`config.mk`:
```
export PLATFORM = sky130hd
export DESIGN_NAME = mips_ctrl_fsm
export DESIGN_NICKNAME = d
export VERILOG_FILES = /design/src/rtl/mips_ctrl_fsm.sv
export SDC_FILE = /design/constraint.sdc
export NUM_CORES = 1
export LEC_CHECK = 0
export BUFFER_PORTS_ARGS = -buffer_cell sky130_fd_sc_hd__buf_2
export CORE_MARGIN = 3
export CORE_UTILIZATION = 54
export CTS_BUF_LIST = sky130_fd_sc_hd__clkbuf_8
export DETAILED_ROUTE_END_ITERATION = 12
export GPL_TIMING_DRIVEN = 1
export MAX_ROUTING_LAYER = met4
export PLACE_DENSITY = 0.87
export SETUP_SLACK_MARGIN = 0.15
export SYNTH_ARGS = -nofsm -noshare
export SYNTH_HDL_FRONTEND = slang
export SYNTH_SLANG_ARGS = --single-unit
```
`constraint.sdc`:
```
create_clock -name clk -period 5.19 [get_ports clk]
set_input_delay 1.557 -clock clk [delete_from_list [all_inputs] [get_ports clk]]
set_output_delay 1.557 -clock clk [all_outputs]
set_load 0.01 [all_outputs]
```
`src/rtl/mips_ctrl_fsm.sv`:
```
// Multi-cycle control sequencer for the MIPS CPU.
// Owns the architectural state register and the Avalon-style memory handshake.
// Emits one-cycle commit strobes for IR, MDR, PC, the register file and hi/lo.
// Datapath select signals stay in the combinational decoder, which reads 'state'.
module mips_ctrl_fsm #(
  parameter int MULDIV_CYCLES = 4,
  parameter int STATE_W       = 3
) (
  input  logic               clk,
  input  logic               reset_n,
  input  logic [5:0]         opcode,
  input  logic [5:0]         function_code,
  input  logic [1:0]         addr_lsb,
  input  logic               pc_next_zero,
  input  logic               waitrequest,
  output logic [STATE_W-1:0] state,
  output logic               read,
  output logic               write,
  output logic [3:0]         byteenable,
  output logic               ir_wren,
  output logic               mdr_wren,
  output logic               pc_wren,
  output logic               exec_wb,
  output logic               load_wb,
  output logic               hilo_wren,
  output logic               active
);

  localparam logic [2:0] S_FETCH  = 3'd0;
  localparam logic [2:0] S_EXEC   = 3'd1;
  localparam logic [2:0] S_MEM    = 3'd2;
  localparam logic [2:0] S_WB     = 3'd3;
  localparam logic [2:0] S_MULDIV = 3'd4;
  localparam logic [2:0] S_HALT   = 3'd5;

  logic [2:0] r_state;
  logic [2:0] w_next;
  logic [3:0] r_cnt;
  logic       r_mem_load;
  logic [3:0] r_be;

  logic       w_is_load;
  logic       w_is_store;
  logic       w_is_muldiv;
  logic       w_rd, w_wr, w_ir, w_mdr, w_pc, w_exw, w_ldw, w_hilo, w_act;
  logic [3:0] w_be;

  // Byte-lane mask for a load/store opcode at the given address alignment.
  function automatic logic [3:0] lane_mask(input logic [5:0] op, input logic [1:0] lsb);
    logic [3:0] m;
    case (op)
      6'd32, 6'd36, 6'd40: m = 4'b0001 << lsb;
      6'd33, 6'd37, 6'd41: m = lsb[1] ? 4'b1100 : 4'b0011;
      default:             m = 4'b1111;
    endcase
    return m;
  endfunction

  assign w_is_load   = (opcode >= 6'd32) && (opcode <= 6'd38);
  assign w_is_store  = (opcode == 6'd40) || (opcode == 6'd41) || (opcode == 6'd43);
  assign w_is_muldiv = (opcode == 6'd0) && (function_code >= 6'd24) && (function_code <= 6'd27);

  // State register.
  always_ff @(posedge clk or negedge reset_n) begin
    if (!reset_n) r_state <= S_FETCH;
    else          r_state <= w_next;
  end

  // Mult/div stall counter and the memory access kind/lanes latched when leaving EXEC,
  // so a stalled transfer keeps exactly the same strobes and lanes.
  always_ff @(posedge clk or negedge reset_n) begin
    if (!reset_n) begin
      r_cnt      <= 4'd0;
      r_mem_load <= 1'b0;
      r_be       <= 4'd0;
    end else if (r_state == S_EXEC) begin
      if (w_is_muldiv) r_cnt <= 4'(MULDIV_CYCLES - 1);
      r_mem_load <= w_is_load;
      r_be       <= lane_mask(opcode, addr_lsb);
    end else if ((r_state == S_MULDIV) && (r_cnt != 4'd0)) begin
      r_cnt <= r_cnt - 4'd1;
    end
  end

  // Next-state selection.
  always_comb begin
    w_next = S_FETCH;
    case (r_state)
      S_FETCH:  w_next = waitrequest ? S_FETCH : S_EXEC;
      S_EXEC: begin
        if (w_is_load || w_is_store) w_next = S_MEM;
        else if (w_is_muldiv)        w_next = S_MULDIV;
        else                         w_next = pc_next_zero ? S_HALT : S_FETCH;
      end
      S_MEM: begin
        if (waitrequest)     w_next = S_MEM;
        else if (r_mem_load) w_next = S_WB;
        else                 w_next = pc_next_zero ? S_HALT : S_FETCH;
      end
      S_WB:     w_next = pc_next_zero ? S_HALT : S_FETCH;
      S_MULDIV: w_next = (r_cnt == 4'd0) ? S_FETCH : S_MULDIV;
      S_HALT:   w_next = S_HALT;
      default:  w_next = S_FETCH;
    endcase
  end

  // Output decode from registered state; everything is forced quiet while reset is held
  // so memory strobes drop the instant reset_n falls.
  always_comb begin
    w_rd = 1'b0; w_wr = 1'b0; w_be = 4'd0; w_ir = 1'b0; w_mdr = 1'b0;
    w_pc = 1'b0; w_exw = 1'b0; w_ldw = 1'b0; w_hilo = 1'b0; w_act = 1'b1;
    case (r_state)
      S_FETCH: begin
        w_rd = 1'b1;
        w_be = 4'b1111;
        w_ir = !waitrequest;
      end
      S_EXEC: begin
        if (!(w_is_load || w_is_store || w_is_muldiv)) begin
          w_exw = 1'b1;
          w_pc  = 1'b1;
        end
      end
      S_MEM: begin
        w_rd  = r_mem_load;
        w_wr  = !r_mem_load;
        w_be  = r_be;
        w_mdr = r_mem_load && !waitrequest;
        w_pc  = !r_mem_load && !waitrequest;
      end
      S_WB: begin
        w_ldw = 1'b1;
        w_pc  = 1'b1;
      end
      S_MULDIV: begin
        w_hilo = (r_cnt == 4'd0);
        w_pc   = (r_cnt == 4'd0);
      end
      S_HALT:  w_act = 1'b0;
      default: w_act = 1'b1;
    endcase
    if (!reset_n) begin
      w_rd = 1'b0; w_wr = 1'b0; w_be = 4'd0; w_ir = 1'b0; w_mdr = 1'b0;
      w_pc = 1'b0; w_exw = 1'b0; w_ldw = 1'b0; w_hilo = 1'b0; w_act = 1'b1;
    end
  end

  assign state      = STATE_W'(r_state);
  assign read       = w_rd;
  assign write      = w_wr;
  assign byteenable = w_be;
  assign ir_wren    = w_ir;
  assign mdr_wren   = w_mdr;
  assign pc_wren    = w_pc;
  assign exec_wb    = w_exw;
  assign load_wb    = w_ldw;
  assign hilo_wren  = w_hilo;
  assign active     = w_act;

endmodule
```
==> metrics.cfg <==
[critical_path]
reg2reg_slack_ns=3.47
critPathRequiredTime_ns=3.63
worstSetupEndpointType=primary output
critPathArrivalTime_ns=2.89
cp_max_fo=6
path_class=input port to primary output
reg2regPathDepth=4
startpoint_type=input port

[die]
die_h_um=46.62
dieArea_um2=2173
rows=14
die_x_um=46.62
core_um2=1524
ios=34
start_util_pct=58.46

[synth]
synth_nets=124
yosys.area.top_type_share_pct=33.71
synth_ff_type=dfrtp_1
syn_area_um2=890.9
synth.avg_cell_area_um2=8.566
synth_seq_cells=12
synth-edff-count=0
yosys-top-cells-area=dfrtp_1 (34%), nor2_1 (5.9%), a21oi_1 (5.1%)
syn_inst=104
ys_types=41
synthArstFlopShare_pct=100.0
seq_area_frac_synth_pct=33.71
yosys_warnings=0
yosys.area.top_type=dfrtp_1

[global_route]
grt_max_degree=19
grt_pass1_wl_um=3098
antenna_found_initial=0
grt_pass1_vias=788
grt_util_all_layers_pct=20.82
grt-busiest-layer=met2
overflow=0
use_met2_pct=34.62
use_met3_pct=4.688
gr-usage-met1_pct=23.39

[clock_tree]
cts_setup_buffers=0
cts_resized=0
cts_buffers=3
cts_tree=built
clkSinkCount=12
path_clk_slew_ns=0.05
worstSkewPairLatency_ns=0.24
cts_hold_buf=0
clockRootBuffer=clkbuf_8
h-tree-depth=1
cts_buffer_depth=2

[power_and_ir_drop]
power_density_nw_per_um2=421.5
leakage_nw=0.5546
total_power_mw=0.4556
ir_worst_vdd_v=0.0002674

[timing]
slew_headroom_pct=66.51
fin_crit_sh_pct=85.67
layout_setup_ws_ns=0.7437
finClkSkew_ns=0.001641
rsz0062_at_grt=no
tightestPinTransition_ns=0.5002
setup_violations=0
min_period_ns=4.446
slew_viol_final=0
fin_tns_setup_ns=0
fmax_mhz=224.9
hold_viol=0

[placed_design]
placed_area_um2=1040
port_buffers=31
pre_cts_slack_ns=0.7483
place_congestion=0.8909
hpwl_um=1475

[drt]
antenna_left=0
via_per_inst=5.647
drc_errors=0
wl_per_cell_um=12.58
first_iter_violations=12
vias=847
wirelength_um=1887
dr.pass1.iters=4

[run]
maxCapViolCount=0

[layout]
n_antenna_cell=0
drive_above_1_share_pct=33.58
mostFrequentLayoutCells=buf_2 (31), nor2_1 (14), dfrtp_1 (12), a21oi_1 (9), inv_1 (7)
finish.instance_area_um2=1081
area_growth_pct=21.35
final_common_cell=buf_2
nNetsFinal=156

[min_path]
min_path_cells=1
hp-class=register to register

[status]
outcome=finished clean

## critical path, stage by stage
cell      delay, ns
buf_2          0.14
mux2_4         0.32
a221oi_4       0.28
nor3_2         0.11
o311a_1        0.35
buf_2          0.14
## state kept, by name, summed over array words and instances (netlist names)
name / count
state: 3
r_cnt: 4
r_be: 4
r_mem_load: 1
## layout make-up
| type | instances | area [µm²] |
|---|---|---|
| multi-input cells | 81 | 538.0 |
| fillers | 124 | 442.9 |
| flip-flops and latches | 12 | 300.3 |
| repair buffers | 31 | 155.1 |
| clock buffers | 3 | 41.29 |
| inverters | 7 | 26.28 |
| well taps | 16 | 20.02 |
## where the power goes
| group | total (mW) | switching (mW) | internal, mW |
|---|---|---|---|
| sequential | 0.178 | 0.0461 | 0.132 |
| clock | 0.0818 | 0.0310 | 0.0509 |
| combinational | 0.196 | 0.104 | 0.0920 |
| total | 0.456 | 0.181 | 0.274 |
## kinds of logic (layout without fill, tap and decap cells)
logic type / Yosys count / count (layout) / share of synthesized area, %
and+or+nand+nor: 52 / 52 / 34.13
adders and majority gates: 2 / 2 / 2.809
DFF: 12 / 12 / 33.71
muxes: 1 / 1 / 1.685
buffers and inverters: 11 / 41 / 5.900
AOI/OAI and AO/OA: 23 / 23 / 18.82
xor gates and xnor gates: 3 / 3 / 2.950
## worst paths after layout
path / start / endpoint
worst max register to register: state[1] / state[0]
max in group asynchronous: reset_n / r_cnt[2]
worst max-delay path: opcode[0] / pc_wren
worst min-delay path: r_cnt[0] / r_cnt[0]
min in group asynchronous: reset_n / state[1]
worst min register to register: r_cnt[0] / r_cnt[0]
## per-layer routing
layer | vias to the layer above | wire, µm
li1 | 430 | -
met4 | 0 | 43
met1 | 382 | 805
met5 | - | 0
met3 | 4 | 146
met2 | 31 | 892
## stage by stage
stage / utilization [%] / instances / hold slack [ns]
after floorplan: - / 104 / 0.4676
after global placement: 68.23 / 147 / 0.4862
after detailed placement: 68.23 / 147 / 0.5145
after CTS: 70.94 / 150 / 0.5218
after global routing: 70.94 / 150 / 0.5403
final: 70.94 / 150 / 0.5213
## cell usage after synthesis (2+ instances only)
master	n
nand2b_1	3
nor2b_1	3
a21oi_1	9
nor3_1	5
and2_1	3
and3_1	2
a31oi_1	3
nor4_1	2
inv_1	7
nand2_1	4
clkbuf_1	2
ha_1	2
nor2_1	14
o21ai_0	3
dfrtp_1	12
nand3_1	4
xor2_1	2
Note: power is estimated with default switching activity, not from simulation.
